===== src/rtl/xtor_pkg.sv =====
// Shared types and defaults for the request-queue transactor.
package xtor_pkg;

    localparam int DEF_DW    = 32;
    localparam int DEF_DEPTH = 4;

    typedef enum logic {
        WAIT_RDY = 1'b0,
        RUN      = 1'b1
    } state_t;

endpackage


===== src/rtl/xtor_sync_fifo.sv =====
// Synchronous FIFO storage with wrapping pointers and an occupancy count.
module xtor_sync_fifo
    import xtor_pkg::*;
#(
    parameter int DEPTH = DEF_DEPTH,
    parameter int DW    = DEF_DW
) (
    input  logic                     clock,
    input  logic                     reset,
    input  logic                     push,
    input  logic                     pop,
    input  logic                     flush,
    input  logic [DW-1:0]            push_data,
    output logic [DW-1:0]            head,
    output logic                     full,
    output logic                     empty,
    output logic [$clog2(DEPTH):0]   level
);

    localparam int AW = $clog2(DEPTH);
    localparam logic [AW-1:0] PTR_ONE = AW'(1);
    localparam logic [AW:0]   LVL_ONE = (AW+1)'(1);
    localparam logic [AW:0]   LVL_MAX = (AW+1)'(DEPTH);

    logic [DW-1:0] mem [DEPTH];
    logic [AW-1:0] wptr;
    logic [AW-1:0] rptr;

    always_ff @(posedge clock or posedge reset) begin
        if (reset) begin
            wptr  <= '0;
            rptr  <= '0;
            level <= '0;
        end else if (flush) begin
            wptr  <= '0;
            rptr  <= '0;
            level <= '0;
        end else begin
            if (push) wptr <= wptr + PTR_ONE;
            if (pop)  rptr <= rptr + PTR_ONE;
            unique case ({push, pop})
                2'b10:   level <= level + LVL_ONE;
                2'b01:   level <= level - LVL_ONE;
                default: level <= level;
            endcase
        end
    end

    // Storage is deliberately left unreset; only the pointers matter.
    always_ff @(posedge clock) begin
        if (push) mem[wptr] <= push_data;
    end

    assign head  = mem[rptr];
    assign full  = (level == LVL_MAX);
    assign empty = (level == '0);

endmodule


===== src/rtl/xtor_req_queue.sv =====
// Request queue feeding a downstream core through a ready-gated FSM.
module xtor_req_queue
    import xtor_pkg::*;
#(
    parameter int DEPTH = DEF_DEPTH,
    parameter int DW    = DEF_DW
) (
    input  logic                   clock,
    input  logic                   reset,
    input  logic                   push_valid,
    output logic                   push_ready,
    input  logic [DW-1:0]          push_data,
    input  logic                   flush,
    input  logic                   core_ready,
    output logic                   core_valid,
    output logic [DW-1:0]          core_data,
    output logic [$clog2(DEPTH):0] level,
    output logic [15:0]            issued_count
);

    state_t        state;
    state_t        state_nxt;
    logic          full;
    logic          empty;
    logic          push;
    logic          pop;
    logic [DW-1:0] head;

    assign push = push_valid && push_ready && !flush;
    assign pop  = core_valid && core_ready;

    xtor_sync_fifo #(
        .DEPTH(DEPTH),
        .DW   (DW)
    ) u_fifo (
        .clock    (clock),
        .reset    (reset),
        .push     (push),
        .pop      (pop),
        .flush    (flush),
        .push_data(push_data),
        .head     (head),
        .full     (full),
        .empty    (empty),
        .level    (level)
    );

    always_ff @(posedge clock or posedge reset) begin
        if (reset) state <= WAIT_RDY;
        else       state <= state_nxt;
    end

    always_comb begin
        state_nxt = state;
        unique case (state)
            WAIT_RDY: if (core_ready)  state_nxt = RUN;
            RUN:      if (!core_ready) state_nxt = WAIT_RDY;
            default:  state_nxt = WAIT_RDY;
        endcase
    end

    always_comb begin
        core_valid = 1'b0;
        unique case (state)
            WAIT_RDY: core_valid = 1'b0;
            RUN:      core_valid = !empty;
            default:  core_valid = 1'b0;
        endcase
    end

    assign push_ready = !full;
    // Mask the unreset storage so the core never sees stale data in reset.
    assign core_data  = reset ? '0 : head;

    always_ff @(posedge clock or posedge reset) begin
        if (reset)    issued_count <= '0;
        else if (pop) issued_count <= issued_count + 16'd1;
    end

endmodule


===== config.mk =====
export PLATFORM = sky130hd
export DESIGN_NAME = xtor_req_queue
export DESIGN_NICKNAME = d
export VERILOG_FILES = /design/src/rtl/xtor_pkg.sv /design/src/rtl/xtor_sync_fifo.sv /design/src/rtl/xtor_req_queue.sv
export SDC_FILE = /design/constraint.sdc
export NUM_CORES = 1
export LEC_CHECK = 0
export CAP_MARGIN = 40
export CORE_ASPECT_RATIO = 0.6
export CORE_MARGIN = 8
export CORE_UTILIZATION = 46
export DETAILED_ROUTE_END_ITERATION = 8
export PLACE_DENSITY = 0.69
export SYNTH_ARGS = -nofsm -noshare
export SYNTH_HDL_FRONTEND = slang
export SYNTH_SLANG_ARGS = --single-unit

===== constraint.sdc =====
create_clock -name clock -period 3 [get_ports clock]
set_input_delay 0.45 -clock clock [delete_from_list [all_inputs] [get_ports clock]]
set_output_delay 0.45 -clock clock [all_outputs]
set_load 0.02 [all_outputs]

* Word-level counts from Yosys, hierarchy flattened
Memories as Yosys holds them, arrays and structs flattened.
Cells that the tools add are included.
W data, S select, Z words.
** Storage, ports and cells
- Register bits :: 24
- Input port bits :: 37
- Logic and storage cells :: 36
- Memories :: 1
- Bits in writable memories :: 128
- Output and inout port bits :: 53
** Memories
- u_fifo.mem :: words 4, width 32, rd ports 1, clocked after Yosys merged registers in 0, wr ports 1, line xtor_sync_fifo.sv:25 : logic [DW-1:0] mem [DEPTH];
** Cells by class
- Mux-type cells :: 11
- Reduce and logical (&&, ||, !) cells :: 10
- Eq/ne operators :: 3
- Add/subtract/negate cells :: 5
- Bitwise gates (word level) :: 1
** Operators with widths (count)
- $mux W32 :: 1
- $add A16 B1 Y16 const B :: 1
- $mux W2 :: 4
- $pmux W3 S2 :: 1
- $add A2 B1 Y2 const B :: 2
- $reduce_bool A2 Y1 :: 2
- $add A3 B1 Y3 const B :: 1
- $eq A3 B3 Y1 const B :: 1
- $logic_and A1 B1 Y1 :: 3
- $logic_not A1 Y1 :: 3
- $logic_not A3 Y1 :: 1
- $mux W1 :: 3
- $mux W3 :: 1
- $reduce_bool A3 Y1 :: 1
- $sub A3 B1 Y3 const B :: 1
- $eq A2 B1 Y1 const B :: 1
- $eq A2 B2 Y1 const B :: 1
- $pmux W1 S2 :: 1
- $not A1 Y1 :: 1

* Depth between registers and ports, before layout
Gate-level depths: netlist (run 1).
- Word-level depth :: 7
- Gate-level depth with buffers :: 8
- Mapped depth without buffers :: 8

* Modules after synthesis
From an unflattened synthesis (run 1), not the netlist that was laid out.
** Second synthesis, totals
- Cells, all modules :: 309
- Area, all modules :: 6073.3 sq um
** Modules (own cells, without submodules)
- xtor_sync_fifo :: seq. area each 4018.9 sq um, area an instance 5098.6 sq um, cells each 210, times used 1
- xtor_req_queue :: seq. area each 425.4 sq um, area an instance 974.7 sq um, cells each 99, times used 1

* Worst setup path before layout (run 1)
Ideal clock, no wire load.
- Path kind :: register to register
- Start :: reg u_fifo.level[0]
- End :: mem u_fifo.mem[0][0] (netlist bit), enable pin
- Data arrival time :: 1.967 ns
- Stages on the path, launching flop included :: 5
- Period minus slack after synthesis :: 2.359 ns
- Data required time :: 2.608 ns
- Path slack :: 0.641 ns
- Setup time :: 0.392 ns
- Buffers on the path :: 0
- Cell sequence :: dfrtp_1 or3b_4 nand2_8 nor2_1 and2_1
** Between the ends
- Word-level cells in the longest chain between the ends :: 6
** Ends and longest elaborated chain
- start: declaration :: line xtor_sync_fifo.sv:17 : output logic [$clog2(DEPTH):0] level
- start signal: assignment :: line xtor_sync_fifo.sv:42 : 2'b10: level <= level + LVL_ONE;
- start signal: assignment :: line xtor_sync_fifo.sv:43 : 2'b01: level <= level - LVL_ONE;
- start signal: assignment :: line xtor_sync_fifo.sv:44 : default: level <= level;
- $eq A3 B3 Y1 :: line xtor_sync_fifo.sv:55 : assign full = (level == LVL_MAX);
- $logic_not A1 Y1 :: line xtor_req_queue.sv:71 : assign push_ready = !full;
- named net push_ready :: line xtor_req_queue.sv:11 : output logic push_ready,
- $logic_and A1 B1 Y1 (2 in series) :: line xtor_req_queue.sv:29 : assign push = push_valid && push_ready && !flush;
- $mux W1 :: line xtor_sync_fifo.sv:51 : if (push) mem[wptr] <= push_data;
- $mux W1 (not written as such) :: line xtor_sync_fifo.sv:51
- end: declaration :: line xtor_sync_fifo.sv:25
The timed path passes the listed nets, and every way through them passes these cells.

* Final worst setup path (run 1)
- Start :: reg u_fifo.rptr[0]
- End :: out core_data[23]
** Between the ends
- Word-level cells in the longest chain between the ends :: 2
** Ends and longest elaborated chain
- start: declaration :: line xtor_sync_fifo.sv:27 : logic [AW-1:0] rptr;
- start signal: assignment :: line xtor_sync_fifo.sv:40 : if (pop) rptr <= rptr + PTR_ONE;
- $mem_v2 Z4 W32
- $mux W32 :: line xtor_req_queue.sv:73 : assign core_data = reset ? '0 : head;
- end: declaration :: line xtor_req_queue.sv:16 : output logic [DW-1:0] core_data,
No other way between the ends.

==> impl_metrics.json, run 1 <==
{
  "core_area_um2": 12900,
  "cts-htree-levels": 4,
  "async_flop_share": 0.158,
  "pwr_density_cell_nw_per_um2": 688,
  "first_iter_violations": 168,
  "fp.dieH_um": 105,
  "grt_pass1_vias": 3455,
  "port-buffer-count": 89,
  "diodes": 0,
  "die_w_um": 165,
  "min_period_ns": 2.78,
  "total_power_uw": 5440,
  "slew_violations": 0,
  "cp_top_family": "buffers and inverters",
  "ys_ff_latch": 152,
  "synth_most_common_cell": "edfxtp_1",
  "fin_nets": 467,
  "synth_cells": 319,
  "critical_path_class": "flop to output port",
  "drcViolationCount": 0,
  "seq_area_frac_synth": 0.727,
  "viasPerCell": 5.17,
  "start_util": 0.474,
  "grt_overflow": 0,
  "synth_warnings": 0,
  "grt_start_max_net_pins": 57,
  "synth_top_cells_by_count": "128 x edfxtp_1, 37 x and2_1, 32 x mux4_2, 24 x dfrtp_1",
  "synth_cell_types": 36,
  "die_area_um2": 17400,
  "drv_cap": 0,
  "crit_path_end_kind": "output port",
  "synth_edf_count": 128,
  "layout-drive-gt1-share": 0.204,
  "cts_inserted_buffers": 17,
  "slew_headroom": 0.658,
  "cp-start-kind": "flop",
  "grt_use_total": 0.145,
  "synth.avg_cell_area_um2": 19.2,
  "clock_skew_ns": 0.00868,
  "ctsResizeCount": 0,
  "hold_class": "primary input to asynchronous set/reset pin",
  "seq_area_um2": 4450,
  "area_growth_pct": 29.3,
  "crit_fanout": 11,
  "gp_congestion": 0.726,
  "cp_cell_sequence": "buf_4 -> mux4_2 -> and2_1 -> clkdlybuf4s50_1",
  "hpwl_um": 7380,
  "rsz0062_at_grt": "false",
  "firstDrtPassIters": 4,
  "path_buf_inv": 2,
  "drtAntennaViolNets": 0,
  "syn-num-nets": 362,
  "crit_path_max_incr_delay_ns": 0.56,
  "clk_path_buf_depth": 2,
  "status": "finished, final reports clean",
  "ios": 90,
  "multiInputGateArea_um2": 1590,
  "yosys-top-cells-area": "edfxtp_1 63%, mux4_2 12%, dfrtp_1 9.8%",
  "crit_required_ns": 2.55,
  "wire_per_inst_um": 19.4,
  "yosys.area.top_type": "edfxtp_1",
  "wirelength_um": 11800,
  "place_area_um2": 7310,
  "synthFlopType": "edfxtp_1",
  "final_core_util": 0.613,
  "clkTransAtPathRegs_ns": 0.06,
  "fillers": 924,
  "cts_tree": "done",
  "cts_sinks": 152,
  "final.setup.tns_ns": 0,
  "netlist_area_um2": 6110,
  "via_count": 3141,
  "static-leakage-power_uw": 0.00272,
  "vdd_drop_max_mv": 0.386,
  "antenna_found_initial": 1,
  "cts_hold_buffers": 0,
  "synth.top_cell.area_share": 0.629,
  "root_buffer": "clkbuf_16",
  "period_share": 0.926,
  "cts_setup_buffers": 0,
  "fp-row-count": 32,
  "slowest_stage": "mux4_2",
  "setup_viol": 0,
  "grt_pass1_wl_um": 19000,
  "crit_arrival_ns": 2.33,
  "finalHoldViolations": 0,
  "fmax_ghz": 0.360,
  "clk_latency_ns": 0.41,
  "worstMarginPinSlew_ns": 0.512,
  "final_cell_area_um2": 7900
}
## power by group
part / internal [uW] / total [uW] / switching (uW)
Sequential: 2410 / 2500 / 88.7
Clock: 1240 / 2110 / 862
Combinational: 438 / 835 / 396
## metrics by stage
step	std cells	hold WS, ns	setup WS [ns]
3_5_place_dp	575	0.464	0.391
4_1_cts	607	0.387	0.167
5_1_grt	607	0.418	0.104
3_3_place_gp	575	0.456	0.456
2_1_floorplan	319	0.481	0.641
6_report	607	0.393	0.223
## cell families after synthesis
| family | synth area share |
|---|---|
| flip-flops | 0.727 |
| AO/OA/AOI/OAI | 0.00962 |
| adder cells (fa/ha/maj) | 0.0135 |
| multiplexers | 0.124 |
| XOR/XNOR | 0.0303 |
| buffers and inverters | 0.0133 |
| AND/OR/NAND/NOR | 0.0823 |
## path summary, 6_finish.rpt
| check | start | cells past startpoint | end | slack, ns |
|---|---|---|---|---|
| max in group asynchronous | reset | 3 | u_fifo.rptr[0]$_DFFE_PP0P_ | 2.38 |
| max | u_fifo.rptr[0]$_DFFE_PP0P_ | 4 | core_data[23] | 0.22 |
| min in group clock | issued_count[15]$_DFFE_PP0P_ | 1 | issued_count[15]$_DFFE_PP0P_ | 0.47 |
| min reg2reg | issued_count[15]$_DFFE_PP0P_ | 1 | issued_count[15]$_DFFE_PP0P_ | 0.47 |
| max reg2reg | u_fifo.level[2]$_DFFE_PP0P_ | 8 | u_fifo.level[2]$_DFFE_PP0P_ | 0.69 |
| min | reset | 3 | issued_count[7]$_DFFE_PP0P_ | 0.39 |
## registers in the layout, summed over array words and instances, names as in the netlist
| name | flops |
|---|---|
| u_fifo.rptr | 2 |
| issued_count | 16 |
| u_fifo.mem | 128 |
| u_fifo.wptr | 2 |
| state | 1 |
| u_fifo.level | 3 |
## worst reg2reg max path, stage by stage (launching register included)
cell	delay (ns)
dfrtp_1	0.47
or3b_4	0.33
nand2_8	0.08
nor2_1	0.21
nor2_1	0.08
fa_1	0.40
nand3_1	0.10
a2bb2oi_1	0.17
mux2_2	0.34
## metal layers
layer,track usage,vias to the layer above,part of all wire
li1,-,1445,-
met2,0.226,73,0.48
met3,0.0435,13,0.058
met4,0.0551,2,0.011
met5,0,-,0.00085
met1,0.189,1608,0.45
## placed cells by master (no fill, tap or decap), types with 2 or more instances in the layout
master / instances
inv_1: 4
and3_1: 3
buf_12: 6
clkinvlp_4: 2
inv_8: 2
clkbuf_16: 17
edfxtp_1: 128
nand2b_1: 2
clkinv_4: 4
ha_1: 5
xnor2_1: 10
and2_1: 33
and2_2: 4
nor2_1: 10
dfrtp_2: 2
xor2_1: 8
nor2b_1: 4
clkdlybuf4s50_1: 89
nor4_1: 2
buf_4: 4
nand3_1: 4
inv_6: 3
dfrtp_1: 22
nand2_1: 10
or2_2: 2
bufinv_16: 2
nand4_1: 4
mux4_2: 32
## final cells by class
cell class / instances / area share
inverters: 5 / 0.00237
repair buffers: 99 / 0.132
flip-flops and latches: 152 / 0.563
clock inverters: 15 / 0.0212
well taps: 170 / 0.0269
clock buffers: 17 / 0.0538
multi-input cells: 149 / 0.201
No activity file was read; power rests on OpenSTA's default activity.
==> inputs of run 2 (changes only) <==
--- a/config.mk
+++ b/config.mk
@@ -10,7 +10,9 @@
 export CORE_MARGIN = 8
 export CORE_UTILIZATION = 46
 export DETAILED_ROUTE_END_ITERATION = 8
+export GPL_TIMING_DRIVEN = 0
 export PLACE_DENSITY = 0.69
+export RECOVER_POWER = 100
 export SYNTH_ARGS = -nofsm -noshare
 export SYNTH_HDL_FRONTEND = slang
 export SYNTH_SLANG_ARGS = --single-unit
==> impl_metrics.json, run 2 (same netlist as run 1, synthesis figures left out) <==
{
  "grt_pass1_wl_um": 18700,
  "crit_required_ns": 2.55,
  "r2r_cells": 5,
  "rr_startpoint": "u_fifo.level[0]$_DFFE_PP0P_",
  "crit_arrival_ns": 2.42,
  "worstMarginPinSlew_ns": 1.02,
  "gp_congestion": 0.720,
  "final_cell_area_um2": 7810,
  "setup.worst_path.start": "u_fifo.rptr[0]$_DFFE_PP0P_",
  "ios": 90,
  "antenna_found_initial": 2,
  "drcViolationCount": 0,
  "slew_violations": 0,
  "die_w_um": 165,
  "cts_setup_buffers": 0,
  "place_ws_ns": -0.0831,
  "fp.dieH_um": 105,
  "worstSetupEndpoint": "core_data[14]",
  "cts_sinks": 152,
  "grt_use_total": 0.144,
  "pwr_density_cell_nw_per_um2": 673,
  "fmax_ghz": 0.348,
  "firstDrtPassIters": 6,
  "fp-row-count": 32,
  "layout_commonest_cell": "edfxtp_1",
  "wire_per_inst_um": 19.0,
  "drv_cap": 0,
  "slowest_stage": "clkdlybuf4s50_1",
  "switching_share": 0.248,
  "min_period_ns": 2.87,
  "fin_ws_ns": 0.127,
  "final.setup.tns_ns": 0,
  "layout-drive-gt1-share": 0.178,
  "r2r_end": "u_fifo.mem[2][11]$_DFFE_PP_",
  "critical_path_class": "flop to output port",
  "area_growth_pct": 27.8,
  "clk_path_buf_depth": 2,
  "p_seq_frac": 0.474,
  "grt_overflow": 0,
  "clk_latency_ns": 0.41,
  "cts_tree": "done",
  "clock_skew_ns": 0.0118,
  "via_count": 3180,
  "final_cells": 615,
  "power_switching_uw": 1310,
  "multiInputGateArea_um2": 1540,
  "pwr-share-comb": 0.149,
  "seq_area_um2": 4440,
  "top_regs": "u_fifo.mem x128, issued_count x16, u_fifo.level x3",
  "setup_viol": 0,
  "crit_path_end_kind": "output port",
  "largest_reg_flops": 128,
  "hold_class": "flop to flop",
  "die_area_um2": 17400,
  "intPower_uw": 3950,
  "grt_pass1_vias": 3376,
  "wirelength_um": 11700,
  "core_area_um2": 12900,
  "cts-htree-levels": 4,
  "viasPerCell": 5.17,
  "period_share": 0.958,
  "clkTransAtPathRegs_ns": 0.06,
  "status": "finished, final reports clean",
  "grt_start_max_net_pins": 34,
  "mostFrequentLayoutCells": "128 x edfxtp_1, 57 x dlygate4sd3_1, 32 x mux4_2, 30 x clkdlybuf4s50_1, 24 x dfrtp_1",
  "first_iter_violations": 152,
  "crit_fanout": 10,
  "largest-register": "u_fifo.mem",
  "rsz0062_at_grt": "false",
  "port-buffer-count": 89,
  "dp.cells": 582,
  "p_clk_frac": 0.377,
  "slew_headroom": 0.318,
  "cp-start-kind": "flop",
  "hpwl_um": 7720,
  "cp_cell_sequence": "clkbuf_4 -> buf_6 -> mux4_2 -> and2_1 -> clkdlybuf4s50_1",
  "drtAntennaViolNets": 0,
  "place_area_um2": 7300,
  "start_util": 0.474,
  "fin_nets": 474,
  "static-leakage-power_uw": 0.00276,
  "cts_hold_buffers": 0,
  "cts_inserted_buffers": 17,
  "finalHoldViolations": 0,
  "ff2ff_setup_slack_ns": 0.36,
  "crit_path_max_incr_delay_ns": 0.55,
  "fillers": 946,
  "root_buffer": "clkbuf_16",
  "vdd_drop_max_mv": 0.315
}
==> run 2: changes by cell type in the layout (fill, tap and decap cells not counted), sizes merged <==
cell / previous run / this run
buf: 10 / 5
bufinv: 2 / 1
clkbuf: 17 / 31
clkdlybuf4s50: 89 / 30
clkinvlp: 2 / 3
diode: 0 / 1
dlygate4sd3: 0 / 57
dlymetal6s2s: 0 / 2
inv: 10 / 8
==> run 2: critical path: cells and delay by family (launching register included) <==
kind,cells,cell delay [ns]
muxes,1,0.52
buffers and inverters,3,0.97
DFF,1,0.33
and+or+nand+nor,1,0.19
==> run 2: stage by stage <==
| step | util | hold WS, ns | total power, uW |
|---|---|---|---|
| detailed placement | 0.566 | 0.460 | 3380 |
| CTS | 0.611 | 0.470 | 5380 |
| global placement | 0.560 | 0.457 | 3350 |
| finish | 0.606 | 0.459 | 5260 |
| global route | 0.606 | 0.511 | 5470 |
| floorplan | - | 0.481 | 3020 |
==> run 2: power by group through the flow <==
stage | clock network [uW] | logic (uW) | registers, uW
3_5_place_dp | 0 | 839 | 2540
2_1_floorplan | 0 | 456 | 2560
4_1_cts | 2030 | 856 | 2500
5_1_grt | 2110 | 851 | 2510
6_report | 1980 | 782 | 2500
3_3_place_gp | 0 | 814 | 2540
==> run 2: layout make-up <==
type                       instances  area share
antenna                            1    0.000320
buffer                            13      0.0115
clock buffer                      19      0.0554
clock inverter                    13      0.0157
inverter                           5     0.00240
multi-input combinational        149       0.197
sequential                       152       0.569
tap                              170      0.0272
timing repair buffer              93       0.122
==> run 2: per-layer routing <==
layer  GRT usage  share of wire  vias to the layer above
li1            -              -                     1456
met1       0.188           0.45                     1618
met2       0.218           0.47                       89
met3      0.0517          0.064                       15
met4      0.0557          0.015                        2
met5           0        0.00077                        -
==> run 2: worst min-delay path by stage <==
stage	startpoint	to	slack, ns	cells after the start
final	issued_count[15]$_DFFE_PP0P_	issued_count[15]$_DFFE_PP0P_	0.46	1
after floorplan	core_ready	state$_DFF_PP0_	0.48	0
after detailed placement	issued_count[15]$_DFFE_PP0P_	issued_count[15]$_DFFE_PP0P_	0.46	1
after CTS	issued_count[15]$_DFFE_PP0P_	issued_count[15]$_DFFE_PP0P_	0.47	1
after global routing	issued_count[6]$_DFFE_PP0P_	issued_count[6]$_DFFE_PP0P_	0.51	1
after global placement	issued_count[15]$_DFFE_PP0P_	issued_count[15]$_DFFE_PP0P_	0.46	1
==> run 2: repair_timing <==
item | in CTS | in global routing
endpoints found under the setup margin | 28 | 22
gates resized for setup | 9 | 8
pin swaps | 0 | 0
==> inputs of run 3 (changes only) <==
--- a/config.mk
+++ b/config.mk
@@ -13,6 +13,7 @@
 export GPL_TIMING_DRIVEN = 0
 export PLACE_DENSITY = 0.69
 export RECOVER_POWER = 100
+export REMOVE_ABC_BUFFERS = 1
 export SYNTH_ARGS = -nofsm -noshare
 export SYNTH_HDL_FRONTEND = slang
 export SYNTH_SLANG_ARGS = --single-unit
==> constraint.sdc (replaced) <==
create_clock -name clock -period 3.65 [get_ports clock]
set_input_delay 0.5475 -clock clock [delete_from_list [all_inputs] [get_ports clock]]
set_output_delay 0.5475 -clock clock [all_outputs]
set_load 0.02 [all_outputs]
==> impl_metrics.json, run 3 (same netlist as run 1, synthesis figures left out) <==
{
  "top_regs": "u_fifo.mem x128, issued_count x16, u_fifo.level x3",
  "clock_skew_ns": 0.00976,
  "crit_arrival_ns": 2.83,
  "busiest_layer": "met2",
  "period_share": 0.926,
  "crit_path_end_kind": "output port",
  "core_area_um2": 12900,
  "power_switching_uw": 1120,
  "grt_start_max_net_pins": 43,
  "hold_class": "flop to flop",
  "root_buffer": "clkbuf_16",
  "cp_cell_sequence": "buf_12 -> mux4_2 -> and2_1 -> dlygate4sd3_1",
  "drcViolationCount": 0,
  "final_core_util": 0.601,
  "mostFrequentLayoutCells": "128 x edfxtp_1, 86 x dlygate4sd3_1, 32 x mux4_2, 32 x and2_1, 22 x dfrtp_1",
  "layout-drive-gt1-share": 0.176,
  "final_cell_area_um2": 7750,
  "slew_violations": 0,
  "largest_reg_flops": 128,
  "cts_sinks": 152,
  "status": "finished, final reports clean",
  "layout_commonest_cell": "edfxtp_1",
  "rsz0062_at_grt": "false",
  "drv_cap": 0,
  "gp_congestion": 0.729,
  "p_clk_frac": 0.390,
  "final.setup.tns_ns": 0,
  "crit_fanout": 19,
  "antenna_found_initial": 2,
  "first_iter_violations": 194,
  "vdd_drop_max_mv": 0.363,
  "cts_inserted_buffers": 17,
  "static-leakage-power_uw": 0.00277,
  "cts-htree-levels": 4,
  "largest-register": "u_fifo.mem",
  "cts_setup_buffers": 0,
  "pwr-share-comb": 0.135,
  "grt_use_total": 0.142,
  "crit_required_ns": 3.10,
  "cp-start-kind": "flop",
  "intPower_uw": 3260,
  "grt_use_met2": 0.223,
  "die_area_um2": 17400,
  "fmax_ghz": 0.296,
  "setup_viol": 0,
  "drtAntennaViolNets": 0,
  "clkTransAtPathRegs_ns": 0.07,
  "worstHoldStart": "issued_count[15]$_DFFE_PP0P_",
  "rr_startpoint": "u_fifo.level[0]$_DFFE_PP0P_",
  "ios": 90,
  "place_area_um2": 7300,
  "fin_nets": 463,
  "critical_path_class": "flop to output port",
  "ctsResizeCount": 0,
  "clk_path_buf_depth": 2,
  "viasPerCell": 5.14,
  "fp.dieH_um": 105,
  "p_seq_frac": 0.475,
  "grt_overflow": 0,
  "setup.worst_path.start": "u_fifo.rptr[0]$_DFFE_PP0P_",
  "finalHoldViolations": 0,
  "grtUsageMet3": 0.0381,
  "cts_tree": "done",
  "grt_pass1_vias": 3451,
  "via_count": 3110,
  "port-buffer-count": 89,
  "slowest_stage": "dfrtp_2",
  "clk_latency_ns": 0.42,
  "pwr_density_cell_nw_per_um2": 564,
  "wire_per_inst_um": 19.2,
  "slew_headroom": 0.227,
  "firstDrtPassIters": 4,
  "switching_share": 0.256,
  "hpwl_um": 7640,
  "worstMarginPinSlew_ns": 1.16,
  "crit_path_max_incr_delay_ns": 0.80,
  "grt_pass1_wl_um": 18800,
  "start_util": 0.474,
  "gr-usage-met1": 0.187,
  "cts_hold_buffers": 0,
  "die_w_um": 165,
  "min_period_ns": 3.38,
  "area_growth_pct": 26.8,
  "fp-row-count": 32,
  "wirelength_um": 11600
}
==> run 3: cell count changes in the layout (fill, tap and decap cells not counted), sizes merged <==
cell and delta:
clkinv -3, dlymetal6s2s -2, inv +6, diode +1, dlygate4sd3 +29, clkinvlp -2, clkbuf -9, buf -3
clkdlybuf4s50 -27
==> run 3: path summary, 6_finish.rpt <==
kind,end,slack [ns],depth (start not counted)
worst min register to register,issued_count[15]$_DFFE_PP0P_,0.48,1
min in group asynchronous,issued_count[15]$_DFFE_PP0P_,0.99,3
worst max-delay path,core_data[30],0.27,4
worst min-delay path,issued_count[15]$_DFFE_PP0P_,0.48,1
max in group asynchronous,u_fifo.rptr[0]$_DFFE_PP0P_,2.43,3
worst max register to register,u_fifo.mem[1][18]$_DFFE_PP_,0.52,5
==> run 3: final cells by class <==
cell class,count,area [um^2]
Antenna cell,2,5.00
Clock buffer,18,429
Clock inverter,14,153
Fill cell,977,5140
Inverter,5,18.8
Multi-Input combinational cell,149,1540
Sequential cell,152,4450
Tap cell,170,213
Timing Repair Buffer,95,951
==> run 3: metrics by stage <==
step           power (uW)  cells  worst slack, ns  hold WS [ns]
3_5_place_dp         2780    571            0.756         0.489
4_1_cts              4490    603            0.306         0.501
6_report             4380    605            0.269         0.482
3_3_place_gp         2740    565           -0.236         0.455
5_1_grt              4550    605            0.116         0.520
2_1_floorplan        2470    306            0.820         0.536
==> run 3: power by group through the flow <==
stage	sequential, uW	combinational [uW]	clock [uW]
after CTS	2080	665	1750
after global placement	2130	612	0
after floorplan	2140	331	0
final	2080	590	1710
after detailed placement	2110	662	0
after global routing	2090	640	1810
==> run 3: metal layers <==
metal / wire (um) / vias to the layer above
met3: 599 / 11
met4: 113 / 0
met2: 5550 / 73
met5: 0 / -
li1: - / 1436
met1: 5370 / 1590
==> run 3: critical path: cells and delay by family, from the launching register on <==
kind                   cells  cell delay, ns
muxes                      1            0.51
and+or+nand+nor            1            0.19
buffers and inverters      2            0.92
DFF                        1            0.80
